$ cat src/rtl/sprite_pkg.sv
// Shared types, register offsets and colour helpers for the sprite compositor.
package sprite_pkg;

    typedef logic [15:0] rgb565_t;
    typedef logic [23:0] rgb888_t;

    localparam logic [1:0] REG_X       = 2'd0;
    localparam logic [1:0] REG_Y       = 2'd1;
    localparam logic [1:0] REG_CTRL    = 2'd2;
    localparam logic [8:0] REG_SKY     = 9'h100;
    localparam logic [8:0] REG_GROUND  = 9'h101;
    localparam logic [8:0] REG_HORIZON = 9'h102;

    localparam int H_ACTIVE_PIX = 640;
    localparam int V_ACTIVE     = 480;

    // Replicate the top bits so full-scale 565 maps to full-scale 888.
    function automatic rgb888_t expand565(input rgb565_t c);
        return {c[15:11], c[15:13], c[10:5], c[10:9], c[4:0], c[4:2]};
    endfunction

endpackage

$ cat src/rtl/sprite_slot.sv
// One sprite slot: pending/active position and control, hit test and ROM address.
// Active registers only change on the per-frame commit so a sprite never tears.
module sprite_slot
    import sprite_pkg::*;
#(
    parameter int COORD_W = 10,
    parameter int SPR_W   = 32,
    parameter int SPR_H   = 32,
    parameter int FRAMES  = 4,
    parameter int ADDR_W  = $clog2(FRAMES * SPR_W * SPR_H)
) (
    input  logic              clk,
    input  logic              reset,
    input  logic              i_wr_en,
    input  logic [1:0]        i_wr_off,
    input  logic [31:0]       i_wr_data,
    input  logic              i_commit,
    input  logic [9:0]        i_px,
    input  logic [9:0]        i_py,
    output logic              o_hit,
    output logic [ADDR_W-1:0] o_addr
);

    localparam int CW = $clog2(SPR_W);
    localparam int RW = $clog2(SPR_H);
    localparam int FW = $clog2(FRAMES);
    localparam int DW = COORD_W + 1;

    logic [COORD_W-1:0] r_pend_x;
    logic [COORD_W-1:0] r_pend_y;
    logic               r_pend_en;
    logic [FW-1:0]      r_pend_frame;
    logic [COORD_W-1:0] r_act_x;
    logic [COORD_W-1:0] r_act_y;
    logic               r_act_en;
    logic [FW-1:0]      r_act_frame;
    logic [ADDR_W-1:0]  r_addr;
    logic [DW-1:0]      w_dx;
    logic [DW-1:0]      w_dy;
    logic               w_unused_data;

    // The extra bit makes pixels left of / above the sprite look huge, never a hit.
    assign w_dx  = DW'(i_px) - DW'(r_act_x);
    assign w_dy  = DW'(i_py) - DW'(r_act_y);
    assign o_hit = r_act_en && (w_dx < DW'(SPR_W)) && (w_dy < DW'(SPR_H));
    assign o_addr = r_addr;
    assign w_unused_data = ^i_wr_data;

    // Host-visible pending registers.
    always_ff @(posedge clk) begin
        if (reset) begin
            r_pend_x     <= '0;
            r_pend_y     <= '0;
            r_pend_en    <= 1'b0;
            r_pend_frame <= '0;
        end else if (i_wr_en) begin
            case (i_wr_off)
                REG_X:    r_pend_x <= i_wr_data[COORD_W-1:0];
                REG_Y:    r_pend_y <= i_wr_data[COORD_W-1:0];
                REG_CTRL: begin
                    r_pend_en    <= i_wr_data[0];
                    r_pend_frame <= i_wr_data[FW:1];
                end
                default: ;
            endcase
        end
    end

    // Active registers, loaded from the pre-write pending values at commit.
    always_ff @(posedge clk) begin
        if (reset) begin
            r_act_x     <= '0;
            r_act_y     <= '0;
            r_act_en    <= 1'b0;
            r_act_frame <= '0;
        end else if (i_commit) begin
            r_act_x     <= r_pend_x;
            r_act_y     <= r_pend_y;
            r_act_en    <= r_pend_en;
            r_act_frame <= r_pend_frame;
        end
    end

    // ROM address; held on a miss so the ROM is not needlessly re-addressed.
    always_ff @(posedge clk) begin
        if (reset) begin
            r_addr <= '0;
        end else if (o_hit) begin
            r_addr <= ADDR_W'({r_act_frame, w_dy[RW-1:0], w_dx[CW-1:0]});
        end
    end

endmodule

$ cat src/rtl/sprite_compositor.sv
// N-slot sprite compositor: per-slot ROM addressing, colour-key transparency and
// index priority over a sky/ground background. frame_start is registered, so it is
// high during the cycle after vcount==480 && hcount==0 was presented.
module sprite_compositor
    import sprite_pkg::*;
#(
    parameter int          NUM_SPRITES = 8,
    parameter int          SPR_W       = 32,
    parameter int          SPR_H       = 32,
    parameter int          FRAMES      = 4,
    parameter int          COORD_W     = 10,
    parameter logic [15:0] TRANSP_KEY  = 16'hF81F,
    parameter int          ADDR_W      = $clog2(FRAMES * SPR_W * SPR_H)
) (
    input  logic                          clk,
    input  logic                          reset,
    input  logic                          chipselect,
    input  logic                          write,
    input  logic [8:0]                    address,
    input  logic [31:0]                   writedata,
    input  logic [10:0]                   hcount,
    input  logic [9:0]                    vcount,
    input  logic                          blank_n,
    output logic [NUM_SPRITES*ADDR_W-1:0] spr_addr,
    input  logic [NUM_SPRITES*16-1:0]     spr_data,
    output logic [23:0]                   rgb,
    output logic                          frame_start
);

    logic                   w_wr;
    logic                   w_commit;
    logic [9:0]             w_px;
    logic [9:0]             w_py;
    logic [NUM_SPRITES-1:0] w_hit;
    logic [23:0]            r_pend_sky;
    logic [23:0]            r_pend_gnd;
    logic [9:0]             r_pend_hor;
    logic [23:0]            r_act_sky;
    logic [23:0]            r_act_gnd;
    logic [9:0]             r_act_hor;
    logic [NUM_SPRITES-1:0] r_hit_d;
    logic                   r_blank_d;
    logic [23:0]            r_bg_d;
    rgb888_t                w_colour;
    logic [23:0]            r_rgb;
    logic                   r_frame_start;
    logic                   w_unused;

    assign w_wr        = chipselect && write;
    assign w_px        = hcount[10:1];
    assign w_py        = vcount;
    assign w_commit    = (vcount == 10'(V_ACTIVE)) && (hcount == 11'd0);
    assign rgb         = r_rgb;
    assign frame_start = r_frame_start;
    assign w_unused    = ^{hcount[0], writedata[31:24]};

    generate
        for (genvar gi = 0; gi < NUM_SPRITES; gi++) begin : g_slot
            sprite_slot #(
                .COORD_W (COORD_W),
                .SPR_W   (SPR_W),
                .SPR_H   (SPR_H),
                .FRAMES  (FRAMES),
                .ADDR_W  (ADDR_W)
            ) u_slot (
                .clk       (clk),
                .reset     (reset),
                .i_wr_en   (w_wr && (address[8:2] == 7'(gi))),
                .i_wr_off  (address[1:0]),
                .i_wr_data (writedata),
                .i_commit  (w_commit),
                .i_px      (w_px),
                .i_py      (w_py),
                .o_hit     (w_hit[gi]),
                .o_addr    (spr_addr[gi*ADDR_W +: ADDR_W])
            );
        end
    endgenerate

    // Background colours and horizon, double-buffered like the slots.
    always_ff @(posedge clk) begin
        if (reset) begin
            r_pend_sky <= 24'h0000FF;
            r_pend_gnd <= 24'hFFFFFF;
            r_pend_hor <= 10'd200;
            r_act_sky  <= 24'h0000FF;
            r_act_gnd  <= 24'hFFFFFF;
            r_act_hor  <= 10'd200;
        end else begin
            if (w_commit) begin
                r_act_sky <= r_pend_sky;
                r_act_gnd <= r_pend_gnd;
                r_act_hor <= r_pend_hor;
            end
            if (w_wr) begin
                case (address)
                    REG_SKY:     r_pend_sky <= writedata[23:0];
                    REG_GROUND:  r_pend_gnd <= writedata[23:0];
                    REG_HORIZON: r_pend_hor <= writedata[9:0];
                    default: ;
                endcase
            end
        end
    end

    // Highest-index opaque hit wins; later iterations override earlier ones.
    always_comb begin
        w_colour = r_bg_d;
        for (int i = 0; i < NUM_SPRITES; i++) begin
            w_colour = (r_hit_d[i] && (spr_data[i*16 +: 16] != TRANSP_KEY))
                       ? expand565(spr_data[i*16 +: 16]) : w_colour;
        end
    end

    // S0 side-band registers alongside the ROM address, then the S1 output.
    always_ff @(posedge clk) begin
        if (reset) begin
            r_hit_d       <= '0;
            r_blank_d     <= 1'b0;
            r_bg_d        <= 24'h000000;
            r_rgb         <= 24'h000000;
            r_frame_start <= 1'b0;
        end else begin
            r_hit_d       <= w_hit;
            r_blank_d     <= blank_n;
            r_bg_d        <= (w_py < r_act_hor) ? r_act_sky : r_act_gnd;
            r_rgb         <= r_blank_d ? w_colour : 24'h000000;
            r_frame_start <= w_commit;
        end
    end

endmodule

$ cat config.mk
export PLATFORM = sky130hd
export DESIGN_NAME = sprite_compositor
export DESIGN_NICKNAME = d
export VERILOG_FILES = /design/src/rtl/sprite_pkg.sv /design/src/rtl/sprite_slot.sv /design/src/rtl/sprite_compositor.sv
export SDC_FILE = /design/constraint.sdc
export NUM_CORES = 2
export LEC_CHECK = 0
export BUFFER_PORTS_ARGS = -buffer_cell sky130_fd_sc_hd__buf_4
export CAP_MARGIN = 20
export CORE_MARGIN = 8
export CORE_UTILIZATION = 47
export DETAILED_ROUTE_END_ITERATION = 8
export GPL_TIMING_DRIVEN = 0
export HOLD_SLACK_MARGIN = 0.08
export PLACE_DENSITY_LB_ADDON = 0.1
export REMOVE_ABC_BUFFERS = 1
export SYNTH_ARGS = -nofsm -noshare
export SYNTH_HDL_FRONTEND = slang
export SYNTH_SLANG_ARGS = --single-unit
$ cat constraint.sdc
create_clock -name clk -period 4.2 [get_ports clk]
set_clock_uncertainty 0.1 [all_clocks]
set_input_delay 0.42 -clock clk [delete_from_list [all_inputs] [get_ports clk]]
set_output_delay 0.42 -clock clk [all_outputs]
set_load 0.02 [all_outputs]
# After elaboration in Yosys (flattened, before gate mapping)
# Cells that the tools add are included.
# Widths: inputs -> output; s select.
dict set report classes {
  eq_ne 21
  magnitude_cmp 17
  n_reduce_logical 65
  bitwise 1
  add_sub_neg 16
  mux 9
}
# operator count
set op_table {}
lappend op_table {{$mux 24} 9}
lappend op_table {{$lt 11x6->1 const B} 16}
lappend op_table {{$sub 10x10->11} 16}
lappend op_table {{$ne 16x16->1 const B} 8}
lappend op_table {{$reduce_and 2->1} 27}
lappend op_table {{$logic_and 1x1->1} 34}
lappend op_table {{$eq 7x3->1 const B} 4}
lappend op_table {{$eq 9x9->1 const B} 3}
lappend op_table {{$eq 7x2->1 const B} 2}
lappend op_table {{$logic_not 11->1} 1}
lappend op_table {{$eq 10x9->1 const B} 1}
lappend op_table {{$lt 10x10->1} 1}
lappend op_table {{$eq 7x1->1 const B} 1}
lappend op_table {{$logic_not 7->1} 1}
lappend op_table {{$eq 2x1->1 const B} 1}
lappend op_table {{$eq 2x2->1 const B} 1}
lappend op_table {{$logic_not 2->1} 1}
lappend op_table {{$reduce_or 2->1} 1}
lappend op_table {{$not 1->1} 1}
dict set report totals {
  register_bits 638
  out_inout_bits 121
  in_bits 195
}

# Logic depth before layout (Yosys ltp)
dict set report depth {
  word_depth 10
  depth_mapped 14
  depth_no_buf 12
}

# Cells and area by module
# From an unflattened synthesis, not the netlist that was laid out.
dict set report unflattened {
  hier_cells 3781
  area_unflattened_um2 33468.3
}
# mod cells_per_inst instances area_each_um2
set modules_own_cells {}
lappend modules_own_cells {{sprite_slot at g_slot[0].u_slot ...} 348 5 3123.0}
lappend modules_own_cells {{sprite_slot at g_slot[5].u_slot ...} 350 3 3210.6}
lappend modules_own_cells {sprite_compositor 991 1 8221.6}

# Worst setup path before layout
# No wires, ideal clock.
dict set report synth_timing {
  path_type {in2reg}
  startpoint {input port vcount[0]}
  endpoint {register g_slot[2].u_slot.r_addr[8]}
  t_arrival_ps 3548
  path_stages 13
  path_slack_ps 483
  path_buffers 1
  cell_sequence {inv_1 -> ha_1 -> inv_1 -> fa_1 -> a21oi_1 -> o2111ai_1 -> xnor2_1 -> o221ai_2 -> or4b_4 -> or4_1 -> buf_2 -> or4_1 -> a21oi_1}
}
dict set report synth_via {
  elab_chain_len 3
}
# element line
set synth_rtl {}
lappend synth_rtl {{from (decl)} sprite_compositor.sv:22} ;# input logic [9:0] vcount,
lappend synth_rtl {{$sub 10x10->11 *} sprite_slot.sv:44} ;# assign w_dy = DW'(i_py) - DW'(r_act_y);
lappend synth_rtl {{$lt 11x6->1} sprite_slot.sv:45} ;# assign o_hit = r_act_en && (w_dx < DW'(SPR_W)) && (w_dy < DW'(SPR_H));
lappend synth_rtl {{$logic_and 1x1->1} sprite_slot.sv:45}
lappend synth_rtl {{to (signal assigned)} sprite_slot.sv:89} ;# r_addr <= ADDR_W'({r_act_frame, w_dy[RW-1:0], w_dx[CW-1:0]});
lappend synth_rtl {{to (decl)} sprite_slot.sv:37} ;# logic [ADDR_W-1:0] r_addr;
# Every way passes the cells marked *; elsewhere a longest branch is shown, timed or not.
# A chain may end at the register's enable or synchronous reset.

# Final worst setup path
# Ends and elaborated chain as after synthesis.

==> results.toml <==
[timing]
drv_slew = 0
rsz0062_at_grt = "no"
max_freq_mhz = 247
fin_crit_sh = 0.963
fin_ws_ns = 0.157
setup-violations-final = 0
period_minus_slack_ns = 4.04
hold_ws_ns = 0.123
relSlewSlack = 0.246
worst_pin_slew_ns = 1.12
finalHoldViolCount = 0

[global_routing]
grt_pass1_wl_um = 152000
grt_pass1_vias = 25900
grt_max_degree = 145
track_usage = 0.255
antenna_found_initial = 0
overflow = 0

[layout]
final_cells = 5099
final_nets = 4553
area_delta_synth_final_pct = 19.0
drive_gt1_frac = 0.129
fillerInstances = 6346
fin_area_um2 = 37600

[synthesis]
synth.avg_cell_area_um2 = 8.05
yosysSeqAreaShare = 0.404
ys_types = 85
yosys.area.top_type_share = 0.404
synth-warning-count = 0
post-synth-top-area-cell = "dfxtp_1"
syn_inst = 3926
syn_area_um2 = 31600
synth_edf_count = 0
synth_area_leaders = "dfxtp_1 40%, nand2_1 10%, a21oi_1 6.8%, ha_1 6.7%, mux2i_1 6.5%"
ys.flop_type = "dfxtp_1"
async_reset_ff_frac = 0
ys_ff_latch = 638

[hold_path]
hold_class = "primary input to register"
hp-start = "hcount[1]"

[place]
gp_congestion = 0.939
placedCellCount = 4945
portBuffers = 307
hpwlAfterDp_um = 67200
dp_slack_ns = -1.00
dpl_cell_area_um2 = 35000

[critical_path]
critPathMaxStageDelay_ns = 0.72
cp.required_ns = 4.64
path_max_fanout = 10
endpoint_kind = "register"
r2r_start = "g_slot[0].u_slot.r_act_x[1]$_SDFFE_PP0P_"
cp_slowest_cell = "or4_1"
path_class = "primary input to register"
crit_path_start = "vcount[0]"
path_delay_family = "simple AND/OR/NAND/NOR gates"
cp-start-kind = "primary input"
arrival_ns = 4.48
path_buf_inv = 3
crit_chain = "buf_4 > clkinvlp_4 > ha_1 > inv_1 > fa_1 > a21oi_1 > o2111ai_1 > xnor2_1 > o221ai_2 > or4b_4 > or4_1 > or4_1 > a21oi_1"

[detailed_routing]
ant_nets = 0
drtPass1Iterations = 5
routedLengthMet1_um = 44600
vias = 28200
drt_iter0_drc = 2250
dr_wl_met2_um = 47100
routed_wl_um = 99700
drc = 0
wl_per_cell_um = 19.5
wl_met3_um = 5360
viasPerCell = 5.52
dr.max_layer_used = "met4"

[power]
power_mw = 13.5
p_leak_nw = 15.4
power.density_nw_per_um2 = 359
ir_worst_vdd_mv = 0.252

[clock_tree]
clockBufferDepth = 3
cts_made_buffers = 70
clk_pin_slew_worst_paths_ns = 0.06
cts_num_sinks = 638
cts-root-buf = "clkbuf_16"
insertion_delay_ns = 0.62
cts_tree = "yes"
cts_max_level = 3

[floorplan]
num_rows = 95
io_pins = 316
initial_core_util = 0.472
die_width_um = 275
core_um2 = 66900
die_y_um = 275
die-area_um2 = 75800

[run]
drv_cap = 0

[status]
status = "finished, final reports clean"
-- metrics by stage --
stage,utilization,setup TNS [ns]
2_1_floorplan,-,-2280.52
3_3_place_gp,0.511,-5696.67
3_5_place_dp,0.523,-32.28
4_1_cts,0.562,0
5_1_grt,0.562,0
6_report,0.562,0
-- cells in the mapped netlist (36+ instances only) --
master    count
a211oi_1     44
a21oi_1     430
clkbuf_1    196
dfxtp_1     638
ha_1        169
inv_1       205
mux2i_1     204
nand2_1     842
nand3_1     136
nor2_1      278
nor3_1       45
o21a_1       36
o21ai_0     140
xnor2_1      36
-- layout make-up --
type | count | area, µm² | share of cell area
Multi-Input combinational cell | 2872 | 17400 | 0.462
Sequential cell | 638 | 12800 | 0.340
Timing Repair Buffer | 385 | 3300 | 0.0879
Clock buffer | 97 | 2000 | 0.0533
Tap cell | 873 | 1090 | 0.0290
Inverter | 206 | 790 | 0.0210
Clock inverter | 27 | 278 | 0.00739
Antenna cell | 1 | 2.50 | 0.0000665
-- cells in the final DEF, fill, tap and decap left out, drive strengths merged, types with 14 or more instances in the layout --
| cell | instances |
|---|---|
| a21o | 27 |
| nor2 | 278 |
| nand4 | 34 |
| o22ai | 23 |
| buf | 360 |
| or3 | 24 |
| inv | 207 |
| clkinv | 17 |
| nand2 | 842 |
| clkbuf | 97 |
| xnor2 | 36 |
| dlygate4sd3 | 25 |
| a211oi | 44 |
| a21oi | 430 |
| nor2b | 35 |
| o31ai | 15 |
| o211ai | 20 |
| nand2b | 16 |
| o2111ai | 18 |
| o21a | 36 |
| ha | 169 |
| nor3 | 45 |
| o31a | 15 |
| mux2i | 204 |
| o21ai | 141 |
| nand3 | 136 |
| xor2 | 14 |
| a31oi | 18 |
| fa | 16 |
| dfxtp | 638 |
| or2 | 15 |
-- registers in the layout (all words and copies together), names as in the netlist, 24 cells and up --
| signal | cells |
|---|---|
| g_slot.u_slot.r_act_y | 80 |
| r_act_sky | 24 |
| r_bg_d | 24 |
| rgb | 24 |
| r_act_gnd | 24 |
| g_slot.u_slot.r_pend_x | 80 |
| g_slot.u_slot.r_act_x | 80 |
| g_slot.u_slot.r_pend_y | 80 |
| g_slot.u_slot.o_addr | 96 |
| r_pend_sky | 24 |
| r_pend_gnd | 24 |
-- worst reg2reg max path, stage by stage, from the launching register on --
cell and delay, ns:
dfxtp_1 0.37, inv_1 0.06, ha_1 0.26, nor2b_1 0.14, o2111ai_1 0.28, nand2_1 0.10, o41ai_1 0.69, mux2_2 0.42
nor3_1 0.27, and4_1 0.71, mux2_2 0.43
-- report_power, final --
group / total [mW] / switching, mW / internal (mW) / leakage [nW]
combinational: 1.28 / 0.800 / 0.479 / 9.13
clock: 6.13 / 2.58 / 3.55 / 1.13
sequential: 6.09 / 0.0145 / 6.08 / 5.15
-- final timing paths --
| path | slack (ns) | depth (start not counted) | endpoint |
|---|---|---|---|
| worst min-delay path | 0.12 | 4 | frame_start$_SDFF_PP0_ |
| worst max-delay path | 0.16 | 13 | g_slot[2].u_slot.o_addr[8]$_SDFFE_PP0P_ |
| worst max register to register | 0.28 | 10 | g_slot[0].u_slot.o_addr[5]$_SDFFE_PP0P_ |
| worst min register to register | 0.35 | 2 | g_slot[5].u_slot.r_act_y[9]$_SDFFE_PP0P_ |
-- per-layer routing --
| metal | track usage | up-vias |
|---|---|---|
| met5 | 0 | - |
| met4 | 0.0796 | 0 |
| met3 | 0.0345 | 153 |
| met2 | 0.422 | 705 |
| met1 | 0.342 | 13200 |
| li1 | - | 14100 |
-- repair_timing --
item | 4_1_cts | 5_1_grt
endpoints found under the setup margin | 11 | 0
gates resized for setup | 4 | 0
setup buffers | 2 | 0
hold endpoints to repair | 47 | 0
hold buffers | 25 | 0
-- cells by family (layout without fill, tap and decap cells) --
logic type,after synthesis,after routing,share of synthesized area
mux,215,215,0.0685
other cells,0,1,0
buf+inv,416,715,0.0502
xor+xnor,50,50,0.0139
compound gates,897,897,0.174
simple gates,1525,1525,0.212
flops,638,638,0.404
fa+ha+maj,185,185,0.0770
Power figures use the tool's default switching activity.
